<file path="config.mk">
export PLATFORM = sky130hd
export DESIGN_NAME = wrr_arbiter_flat
export DESIGN_NICKNAME = d
export VERILOG_FILES = /design/src/rtl/wrr_arbiter_if.sv /design/src/rtl/wrr_arbiter.sv /design/src/flat_wrapper.sv
export SDC_FILE = /design/constraint.sdc
export NUM_CORES = 1
export LEC_CHECK = 0
export CAP_MARGIN = 20
export CELL_PAD_IN_SITES_DETAIL_PLACEMENT = 1
export CELL_PAD_IN_SITES_GLOBAL_PLACEMENT = 2
export CORE_MARGIN = 2
export CORE_UTILIZATION = 27
export CTS_CLUSTER_SIZE = 40
export DETAILED_ROUTE_END_ITERATION = 6
export GPL_TIMING_DRIVEN = 0
export PLACE_DENSITY_LB_ADDON = 0.1
export SETUP_SLACK_MARGIN = 0.05
export SLEW_MARGIN = 20
export SYNTH_ARGS = -nofsm -noshare
export SYNTH_HDL_FRONTEND = slang
export SYNTH_SLANG_ARGS = --single-unit
</file>
<file path="constraint.sdc">
create_clock -name clk -period 3.1 [get_ports clk]
set_clock_uncertainty 0.2 [all_clocks]
set_input_delay 0.31 -clock clk [delete_from_list [all_inputs] [get_ports clk]]
set_output_delay 0.31 -clock clk [all_outputs]
set_load 0.02 [all_outputs]
</file>
<file path="src/rtl/wrr_arbiter_if.sv">
// Request/grant bundle between requesters and the wrr_arbiter.
// master drives req/weight/done; slave (arbiter) drives grant outputs.
interface wrr_arbiter_if #(
  parameter int NUM_PORTS = 4,
  parameter int WEIGHT_W  = 4,
  parameter int ID_W      = $clog2(NUM_PORTS)
) ();

  logic [NUM_PORTS-1:0]          req_i;
  logic [NUM_PORTS*WEIGHT_W-1:0] weight_i;
  logic                          done_i;
  logic [NUM_PORTS-1:0]          gnt_o;
  logic                          gnt_valid_o;
  logic [ID_W-1:0]               gnt_id_o;

  modport master (
    output req_i,
    output weight_i,
    output done_i,
    input  gnt_o,
    input  gnt_valid_o,
    input  gnt_id_o
  );

  modport slave (
    input  req_i,
    input  weight_i,
    input  done_i,
    output gnt_o,
    output gnt_valid_o,
    output gnt_id_o
  );

endinterface

</file>
<file path="src/rtl/wrr_arbiter.sv">
// Weighted round-robin arbiter: registered one-hot grant held for
// max(weight,1) done pulses, zero-bubble hand-over between owners.
// Ports: clk, reset (async, active-high), bus (wrr_arbiter_if.slave):
//   req_i, weight_i, done_i in; gnt_o, gnt_valid_o, gnt_id_o out.
module wrr_arbiter #(
  parameter int NUM_PORTS = 4,
  parameter int WEIGHT_W  = 4,
  parameter int ID_W      = $clog2(NUM_PORTS)
) (
  input logic         clk,
  input logic         reset,
  wrr_arbiter_if.slave bus
);

  typedef enum logic [0:0] {
    IDLE,
    GRANT
  } state_t;

  typedef struct packed {
    logic            found;
    logic [ID_W-1:0] idx;
  } pick_t;

  state_t                state_q, state_d;
  logic [ID_W-1:0]       ptr_q, ptr_d;
  logic [ID_W-1:0]       owner_q, owner_d;
  logic [WEIGHT_W-1:0]   credit_q, credit_d;
  logic [NUM_PORTS-1:0]  gnt_q, gnt_d;

  logic [WEIGHT_W-1:0]   wt [NUM_PORTS];
  logic [ID_W-1:0]       ptr_rel;
  pick_t                 sel_idle;
  pick_t                 sel_rel;
  logic                  own_req;
  logic                  rel;

  // Circular search from start; start has highest priority.
  function automatic pick_t pick(
    input logic [NUM_PORTS-1:0] req,
    input logic [ID_W-1:0]      start
  );
    pick_t r;
    int    j;
    r = '0;
    for (int i = 0; i < NUM_PORTS; i++) begin
      j = int'(start) + i;
      if (j >= NUM_PORTS) j = j - NUM_PORTS;
      if (!r.found && req[j]) begin
        r.found = 1'b1;
        r.idx   = ID_W'(j);
      end
    end
    return r;
  endfunction

  // Weight 0 behaves as weight 1.
  always_comb begin
    for (int p = 0; p < NUM_PORTS; p++) begin
      wt[p] = bus.weight_i[p*WEIGHT_W +: WEIGHT_W];
      if (wt[p] == '0) wt[p] = WEIGHT_W'(1);
    end
  end

  always_comb begin
    ptr_rel = owner_q + 1'b1;
    if (owner_q == ID_W'(NUM_PORTS - 1)) ptr_rel = '0;
  end

  assign sel_idle = pick(bus.req_i, ptr_q);
  assign sel_rel  = pick(bus.req_i, ptr_rel);
  assign own_req  = bus.req_i[owner_q];

  // Credit never sits at 0 in GRANT; <= guards it anyway.
  assign rel = !own_req ||
               (bus.done_i && credit_q <= WEIGHT_W'(1));

  always_comb begin
    state_d  = state_q;
    ptr_d    = ptr_q;
    owner_d  = owner_q;
    credit_d = credit_q;
    unique case (state_q)
      IDLE: begin
        if (sel_idle.found) begin
          state_d  = GRANT;
          owner_d  = sel_idle.idx;
          credit_d = wt[sel_idle.idx];
        end
      end
      GRANT: begin
        if (rel) begin
          ptr_d = ptr_rel;
          if (sel_rel.found) begin
            owner_d  = sel_rel.idx;
            credit_d = wt[sel_rel.idx];
          end else begin
            state_d  = IDLE;
            owner_d  = '0;
            credit_d = '0;
          end
        end else if (bus.done_i) begin
          credit_d = credit_q - 1'b1;
        end
      end
      default: begin
        state_d = IDLE;
      end
    endcase
  end

  always_comb begin
    gnt_d = '0;
    if (state_d == GRANT) gnt_d[owner_d] = 1'b1;
  end

  always_ff @(posedge clk or posedge reset) begin
    if (reset) begin
      state_q  <= IDLE;
      ptr_q    <= '0;
      owner_q  <= '0;
      credit_q <= '0;
      gnt_q    <= '0;
    end else begin
      state_q  <= state_d;
      ptr_q    <= ptr_d;
      owner_q  <= owner_d;
      credit_q <= credit_d;
      gnt_q    <= gnt_d;
    end
  end

  // owner is cleared on entry to IDLE, so it doubles as the ID.
  assign bus.gnt_o       = gnt_q;
  assign bus.gnt_valid_o = |gnt_q;
  assign bus.gnt_id_o    = owner_q;

endmodule

</file>
<file path="src/flat_wrapper.sv">
// flat-port wrapper written by rule: the top's interface ports become plain ports
module wrr_arbiter_flat 
#(
  parameter int NUM_PORTS = 4,
  parameter int WEIGHT_W  = 4,
  parameter int ID_W      = $clog2(NUM_PORTS)
)
  (clk, reset, bus_req_i, bus_weight_i, bus_done_i, bus_gnt_o, bus_gnt_valid_o, bus_gnt_id_o);
  wrr_arbiter_if #(.NUM_PORTS(NUM_PORTS), .WEIGHT_W(WEIGHT_W), .ID_W(ID_W)) bus_i ();
  input logic clk;
  input logic reset;
  input wire logic [$bits(bus_i.req_i)-1:0] bus_req_i;
  input wire logic [$bits(bus_i.weight_i)-1:0] bus_weight_i;
  input wire logic [$bits(bus_i.done_i)-1:0] bus_done_i;
  output wire logic [$bits(bus_i.gnt_o)-1:0] bus_gnt_o;
  output wire logic [$bits(bus_i.gnt_valid_o)-1:0] bus_gnt_valid_o;
  output wire logic [$bits(bus_i.gnt_id_o)-1:0] bus_gnt_id_o;
  assign bus_i.req_i = bus_req_i;
  assign bus_i.weight_i = bus_weight_i;
  assign bus_i.done_i = bus_done_i;
  assign bus_gnt_o = bus_i.gnt_o;
  assign bus_gnt_valid_o = bus_i.gnt_valid_o;
  assign bus_gnt_id_o = bus_i.gnt_id_o;
  wrr_arbiter #(.NUM_PORTS(NUM_PORTS), .WEIGHT_W(WEIGHT_W), .ID_W(ID_W)) u_core (.clk(clk), .reset(reset), .bus(bus_i));
endmodule
</file>
Yosys cells after proc, flatten, opt, wreduce, memory -nomap -nowiden
Cells that the tools add are included.

Flip-flop bits (word level): 13. Input bits: 23. Output and inout port bits: 7. Word-level logic and storage cells: 141.

Add/subtract/negate cells: 16. Order comparisons: 22. Eq/ne operators: 3. Mux-type cells: 69. Bitwise logic cells: 3. Reduce and logical (&&, ||, !) cells: 23.

Operator list (count): $lt 32x4->1 const B (8); $mux 32 (8); $ge 32x4->1 const B (6); $sub 32x4->32 const B (6); $mux 4 (13); $mux 3 (8); $mux 1 (21); $bmux 1 s2 (9); $bmux 4 s2 (2); $logic_not 4->1 (4); $add 2x2->3 const B (4); $logic_and 1x1->1 (8); $mux 2 (4); $pmux 4 s2 (1); $sub 2x3->4 const B (2); $logic_not 1->1 (7); $add 2x1->3 const B (2); $ge 2x3->1 const B (2); $ge 3x3->1 const B (2); $lt 2x3->1 const B (2); $not 2->3 (2); $le 4x1->1 const B (1); $pmux 2 s2 (1); $reduce_and 2->1 (2); 11 further kinds (11).

Longest topological paths before layout
Gate-level depths: netlist (run 1).

Word-level depth: 25. Mapped depth: 12. Gate-level depth less buffers: 9.

Least setup slack after synthesis (run 1)
OpenSTA, ideal clock, no wires.

Path kind: reg-to-reg. Start: reg u_core.owner_q[0] (netlist: u_core.bus.gnt_id_o[0]). End: reg u_core.credit_q[2]. Library setup time: 132 ps. Arrival time: 3047 ps. Path slack: -280 ps. Cell stages (with the launch flop): 13. Buffers on the path: 3. Period minus slack after synthesis: 3380 ps. Cell sequence: dfrtp_1 > buf_6 > buf_2 > inv_1 > ha_1 > buf_2 > or3_4 > and3_1 > a2111o_1 > and3_4 > or3_1 > o211ai_1 > a32oi_1.

Longest elaborated chain between the ends: 24. Elaborated cells on any way between the ends: 53.

Ends and longest elaborated chain: start: declaration (RTL line wrr_arbiter.sv:27) `logic [ID_W-1:0] owner_q, owner_d;`; start signal: assignment (RTL line wrr_arbiter.sv:127) `owner_q <= owner_d;`; $add 2x1->2 or $eq 2x2->1 (tied branches) (RTL line wrr_arbiter.sv:66, wrr_arbiter.sv:67); $mux 2 (*) (RTL line wrr_arbiter.sv:67) `if (owner_q == ID_W'(NUM_PORTS - 1)) ptr_rel = '0;`; net u_core.ptr_rel[1] (RTL line wrr_arbiter.sv:32) `logic [ID_W-1:0] ptr_rel;`; parallel branches: the longest is 14 deep, another holds $sub 32x4->32; $mux 3 (*) (RTL line wrr_arbiter.sv:49) `if (!r.found && req[j]) begin`; $not 2->3 (not written as such) (RTL line wrr_arbiter.sv:96) `credit_d = wt[sel_rel.idx];`; $bmux 4 s2 (RTL line wrr_arbiter.sv:96); $mux 4 (not written as such) (2 in series) (RTL line wrr_arbiter.sv:96); $mux 4 (*) (RTL line wrr_arbiter.sv:94) `if (sel_rel.found) begin`; $mux 4 (*) (RTL line wrr_arbiter.sv:92) `if (rel) begin`; $pmux 4 s2 (*) (RTL line wrr_arbiter.sv:83) `unique case (state_q)`; end signal: assignment (RTL line wrr_arbiter.sv:128) `credit_q <= credit_d;`; end: declaration (RTL line wrr_arbiter.sv:28) `logic [WEIGHT_W-1:0] credit_q, credit_d;`.

Mark *: on every way through the listed nets, which the timed path passes. The select of a mux whose other input is x is not followed. A chain may end at the register's enable or synchronous reset.

Final worst setup path (run 1)
Start: reg u_core.owner_q[0] (netlist: u_core.bus.gnt_id_o[0]). End: reg u_core.credit_q[1].

The elaborated chain is that of the path after synthesis.

==> flow_metrics.py, run 1 <==
metrics = {
    "final_layout": {
        "layout-drive-gt1-share": 0.252,
        "finalNonFillerCells": 310,
        "finalInstanceArea_um2": 2200,
        "nNetsFinal": 267,
        "areaGrowthSynthToFinish_pct": 40.7,
        "post-route-util": 0.398,
        "diodes": 0,
    },
    "pwr": {
        "power.leakage_nw": 0.884,
        "power.switching_mw": 1.25,
        "clkPwrFrac": 0.060,
        "peakVddDrop_mv": 0.353,
        "p_per_area_nw_per_um2": 1190,
        "seqPwrFrac": 0.129,
        "pwr-share-comb": 0.811,
        "internal_power_mw": 1.38,
        "swShare": 0.475,
    },
    "sta": {
        "rsz0062_at_grt": "true",
        "setup_viol": 0,
        "drv_slew": 0,
        "fmax_ghz": 0.336,
        "setup_slack_ns": 0.120,
        "fin_crit_ns": 2.98,
        "period_share": 0.961,
        "hold_viol_final": 0,
        "tightest_slew_ns": 0.683,
        "slew_headroom": 0.543,
    },
    "setup_path": {
        "slowest_delay_ns": 0.41,
        "criticalPathCategory": "flop to flop",
        "endpoint_kind": "flop",
        "cp_max_fo": 5,
        "cp_num_buf_inv": 4,
        "crit_chain": "buf_6 > buf_8 > inv_4 > ha_4 > or3_4 > and3_4 > a2111o_1 > buf_6 > and3_4 > or3_4 > o211ai_1 > a31oi_1",
        "critPathLaunchType": "flop",
        "worst_path_dominant_cell_family": "simple AND/OR/NAND/NOR gates",
        "cp.required_ns": 3.02,
        "slowest_stage": "dfrtp_2",
        "worstPathArrival_ns": 2.90,
    },
    "logic_synthesis": {
        "ys_ff_latch": 13,
        "synth_area_per_cell_um2": 8.12,
        "syn_nets": 221,
        "synth_area_um2": 1570,
        "synthArstFlopShare": 1.00,
        "ys_warn_count": 0,
        "synthCells": 193,
        "synth.most_common_cell": "nor2_1",
        "synth_top_area_frac": 0.208,
        "seq_area_frac_synth": 0.208,
        "synth.area.top_cells": "dfrtp_1 (21%), mux2i_1 (8.9%), o21ai_0 (4.5%), ha_1 (4.0%), a31oi_1 (3.6%)",
        "yosysTopAreaCell": "dfrtp_1",
        "netlist_top_cells_count": "nor2_1 (15), mux2i_1 (14), o21ai_0 (14)",
        "yosys.cell_types.count": 55,
        "synth-edff-count": 0,
        "synth-main-ff-cell": "dfrtp_1",
    },
    "clock_network": {
        "numClockSinks": 13,
        "cts_tree": "yes",
        "cts_buffers": 3,
        "clk_latency_ns": 0.25,
        "htree_levels": 1,
        "cts_hold_buf": 0,
        "root_buffer": "clkbuf_8",
        "clockBufferDepth": 2,
        "cts.clk_slew.worst_paths_ns": 0.06,
    },
    "floorplanning": {
        "core-area_um2": 5540,
        "die-area_um2": 6430,
        "pin_count": 30,
        "rows": 27,
        "start_util": 0.283,
        "fp.dieW_um": 80.2,
        "die_height_um": 80.2,
    },
    "placement": {
        "place_inst": 294,
        "io_buffers": 29,
        "placed_cell_area_um2": 1980,
        "gp_congestion": 0.858,
        "dpl.hpwl_um": 4250,
        "post-place-ws_ns": -0.309,
    },
    "global_route": {
        "overflow": 0,
        "grt_pass1_wl_um": 9360,
        "grt_max_degree": 14,
        "grt_usage": 0.185,
        "grt_pass1_vias": 1919,
        "antenna_found_initial": 0,
    },
    "job": {
        "max-cap-violations": 0,
    },
    "route": {
        "drt-initial-drc-count": 84,
        "wl_um": 5540,
        "first_pass_iters": 5,
        "ant_nets": 0,
        "vias": 1745,
        "vias_per_cell": 5.63,
        "drc_errors": 0,
        "wl_per_cell_um": 17.9,
    },
    "outcome": {
        "status": "completed",
    },
    "worst_hold_path": {
        "holdCritPathClass": "input port to async pin",
    },
}
## per-stage QoR
step | hold slack (ns) | TNS, ns | power (mW)
2_1_floorplan | -0.0131 | 0 | 1.60
3_3_place_gp | 0.301 | -1.28 | 2.06
3_5_place_dp | 0.311 | -1.58 | 2.11
4_1_cts | 0.219 | -0.0169 | 2.50
5_1_grt | 0.236 | 0 | 2.84
6_report | 0.191 | 0 | 2.62
## registers in the layout, indices dropped and copies added, names as in the netlist
| register | cells |
|---|---|
| u_core.credit_q | 4 |
| u_core.state_q | 1 |
| u_core.ptr_q | 2 |
| u_core.bus.gnt_o | 4 |
| u_core.bus.gnt_id_o | 2 |
## final cells by class
| cell class | count | area (um2) |
|---|---|---|
| Fill cell | 680 | 3340 |
| Inverter | 13 | 51.3 |
| Buffer | 10 | 70.1 |
| Timing Repair Buffer | 42 | 392 |
| Sequential cell | 13 | 328 |
| Clock buffer | 4 | 45.0 |
| Tap cell | 72 | 90.1 |
| Multi-Input combinational cell | 156 | 1230 |
## kinds of logic (layout without fill, tap and decap cells)
| group | count (synthesis) | count (layout) | share of synthesized area |
|---|---|---|---|
| adders and majority gates | 5 | 5 | 0.0399 |
| buffers and inverters | 24 | 69 | 0.0687 |
| and+or+nand+nor | 68 | 68 | 0.244 |
| muxes | 23 | 23 | 0.181 |
| DFF | 13 | 13 | 0.208 |
| xor gates and xnor gates | 2 | 2 | 0.0112 |
| AOI/OAI and AO/OA | 58 | 58 | 0.248 |
## power by group through the flow
stage | combinational, mW | sequential, mW | clock [mW]
6_report | 2.13 | 0.339 | 0.156
5_1_grt | 2.33 | 0.352 | 0.167
4_1_cts | 2.00 | 0.338 | 0.159
3_5_place_dp | 1.77 | 0.346 | 0
3_3_place_gp | 1.72 | 0.339 | 0
2_1_floorplan | 1.24 | 0.360 | 0
## cell usage in the layout (no fill, tap or decap), types with 3 or more instances in the layout
cell	count
mux2i_1	13
nand2b_1	3
a31oi_1	8
o21ai_0	13
nand3_1	3
mux2_2	4
buf_4	14
ha_1	3
or3_1	4
o211ai_1	3
nand2_1	8
clkdlybuf4s50_1	29
nor2_1	13
clkbuf_2	3
a21oi_1	10
clkbuf_8	3
inv_1	12
nor3_1	9
dfrtp_1	11
## worst paths after layout
check | start | endpoint | slack [ns] | cells after the start
max | u_core.bus.gnt_id_o[0] | u_core.credit_q[1] | 0.12 | 12
min reg2reg | u_core.ptr_q[0] | u_core.ptr_q[0] | 0.32 | 2
max in group asynchronous | reset | u_core.bus.gnt_id_o[0] | 2.13 | 2
min | reset | u_core.state_q | 0.19 | 2
min in group clk | u_core.ptr_q[0] | u_core.ptr_q[0] | 0.32 | 2
max reg2reg | u_core.bus.gnt_id_o[0] | u_core.credit_q[1] | 0.12 | 12
## repair_timing
action                     CTS  global route
gates cloned                 0             0
pin swaps                   12            10
buffers inserted            11             2
setup endpoints to repair   10             8
resized for setup           11            21
## layer usage
metal / track usage / share of wire / up-vias
met5: 0 / 0 / -
met4: 0.0322 / 0.0089 / 0
met3: 0.0281 / 0.022 / 4
met2: 0.339 / 0.53 / 33
met1: 0.229 / 0.44 / 884
li1: - / - / 824
Power figures use the tool's default switching activity.
==> run 2: changes to the inputs <==
--- a/config.mk
+++ b/config.mk
@@ -13,6 +13,7 @@
 export CTS_CLUSTER_SIZE = 40
 export DETAILED_ROUTE_END_ITERATION = 6
 export GPL_TIMING_DRIVEN = 0
+export MAX_ROUTING_LAYER = met4
 export PLACE_DENSITY_LB_ADDON = 0.1
 export SETUP_SLACK_MARGIN = 0.05
 export SLEW_MARGIN = 20
==> constraint.sdc (replaced) <==
create_clock -name clk -period 3.1 [get_ports clk]
set_clock_uncertainty 0.2 [all_clocks]
set_input_delay 0.465 -clock clk [delete_from_list [all_inputs] [get_ports clk]]
set_output_delay 0.465 -clock clk [all_outputs]
set_load 0.02 [all_outputs]
==> run 2 against run 1 <==
  * Count of clock-buffer cells in the layout stayed put
  * Global-route usage increased by 0.32 points
  * Critical endpoint is now u_core.credit_q[2]
  * Register-to-register slack improved by 0.03 ns
  * Design area up 2.6%
  * Via count decreased by 0.40%
  * Sequential cell count stayed put
==> flow_metrics.py, run 2 (synthesized netlist as in run 1, its figures left out) <==
metrics = {
    "final_layout": {
        "diodes": 0,
        "mostFrequentLayoutCells": "clkdlybuf4s50_1 (28), buf_4 (15), nor2_1 (13), o21ai_0 (13), mux2i_1 (13)",
        "areaGrowthSynthToFinish_pct": 44.4,
        "mostFrequentLayoutCell": "clkdlybuf4s50_1",
        "finalInstanceArea_um2": 2260,
        "post-route-util": 0.408,
        "multi_input_area_um2": 1270,
        "nNetsFinal": 267,
        "finalNonFillerCells": 310,
        "layout-drive-gt1-share": 0.273,
        "nFillCells": 674,
        "seq_area_um2": 328,
    },
    "sta": {
        "setup_viol": 0,
        "rsz0062_at_grt": "true",
        "slew_headroom": 0.570,
        "fmax_ghz": 0.337,
        "drv_slew": 0,
        "fin_crit_ns": 2.96,
        "timing.hold.ws_ns": 0.324,
        "period_share": 0.956,
        "hold_viol_final": 0,
        "tightest_slew_ns": 0.643,
    },
    "route": {
        "first_pass_iters": 4,
        "drc_errors": 0,
        "drt-initial-drc-count": 104,
        "wl_per_cell_um": 17.7,
        "wl_um": 5500,
        "ant_nets": 0,
        "highest_layer": "met4",
        "vias": 1738,
        "met1_length_um": 2410,
        "vias_per_cell": 5.61,
        "wl_met3_um": 103,
        "wl_met2_um": 2940,
    },
    "setup_path": {
        "endpoint_kind": "flop",
        "r2r_slack_ns": 0.15,
        "cp.required_ns": 3.06,
        "timing.rr.end": "u_core.credit_q[2]",
        "criticalPathCategory": "input port to flop",
        "cp-startpoint": "bus_req_i[2]",
        "r2r.worst_path.cells": 10,
        "worstReg2RegStart": "u_core.bus.gnt_id_o[1]",
        "worstPathArrival_ns": 2.93,
        "critPathLaunchType": "input port",
        "cp_max_fo": 10,
    },
    "worst_hold_path": {
        "holdPathStages": 2,
        "hp-start": "u_core.ptr_q[0]",
        "whs_endpoint": "u_core.ptr_q[0]",
        "holdCritPathClass": "flop to flop",
    },
    "global_route": {
        "overflow": 0,
        "antenna_found_initial": 0,
        "grt_pass1_wl_um": 9280,
        "grt_usage": 0.188,
        "grt_pass1_vias": 1913,
        "grt_max_degree": 14,
    },
    "floorplanning": {
        "start_util": 0.283,
        "core-area_um2": 5540,
        "fp.dieW_um": 80.2,
        "rows": 27,
        "pin_count": 30,
        "die-area_um2": 6430,
        "die_height_um": 80.2,
    },
    "clock_network": {
        "htree_levels": 1,
        "cts_tree": "yes",
        "root_buffer": "clkbuf_8",
        "clockBufferDepth": 2,
        "numClockSinks": 13,
        "cts.clk_slew.worst_paths_ns": 0.06,
        "clk_latency_ns": 0.25,
        "cts_buffers": 3,
    },
    "placement": {
        "gp_congestion": 0.872,
        "dpl.hpwl_um": 4250,
        "place_inst": 294,
        "io_buffers": 29,
        "placed_cell_area_um2": 1980,
    },
    "job": {
        "max-cap-violations": 0,
    },
    "pwr": {
        "total_power_mw": 2.69,
        "peakVddDrop_mv": 0.348,
        "power.leakage_nw": 0.903,
        "p_per_area_nw_per_um2": 1190,
    },
    "outcome": {
        "status": "completed",
    },
}
## run 2: cell types whose count changed in the layout (fill, tap and decap cells not counted), sizes merged
cell | previous run | this run
clkbuf | 8 | 7
clkdlybuf4s50 | 29 | 28
buf | 19 | 20
dlymetal6s2s | 0 | 1
## run 2: power by group
group | internal (mW) | total, mW | switching, mW
clock network | 0.0909 | 0.155 | 0.0646
registers | 0.262 | 0.339 | 0.0769
logic | 1.06 | 2.19 | 1.14
total | 1.41 | 2.69 | 1.28
## run 2: area by class of cell
cell class	instances	share of cell area
plain buffers	9	0.0304
clock buffers	4	0.0199
inverters	13	0.0227
multi-input cells	156	0.563
flip-flops and latches	13	0.145
well taps	72	0.0398
repair buffers	43	0.179
## run 2: worst max-delay path, stage by stage
cell and delay (ns):
clkdlybuf4s50_1 0.43, clkbuf_4 0.20, mux2_4 0.32, mux2i_2 0.22, a21oi_2 0.11, buf_6 0.15
nor2_1 0.36, nor3_1 0.07, or3_1 0.37, a32oi_1 0.21
## run 2: metal layers
layer,global-route usage,vias to the layer above
li1,-,828
met2,0.334,29
met3,0.0270,4
met4,0.0322,0
met5,-,-
met1,0.229,877
## run 2: per-stage QoR
stage	setup WS [ns]	setup TNS [ns]
detailed placement	-0.334	-2.04
floorplan	0.0586	0
CTS	-0.0267	-0.0267
global placement	-0.348	-1.91
finish	0.136	0
global route	0.0272	0
## run 2: timing repair
item	in CTS	in global routing
resized for setup	20	26
endpoints found under the setup margin	10	8
hold buffers	0	0
setup buffers	11	3
pin swaps	13	9
## run 2: how the worst max path moves through the flow
stage / to / slack, ns
after floorplan: u_core.credit_q[2] / 0.06
after detailed placement: u_core.credit_q[2] / -0.33
final: u_core.credit_q[2] / 0.14
after global routing: u_core.credit_q[2] / 0.03
after global placement: u_core.credit_q[3] / -0.35
after CTS: u_core.credit_q[1] / -0.03
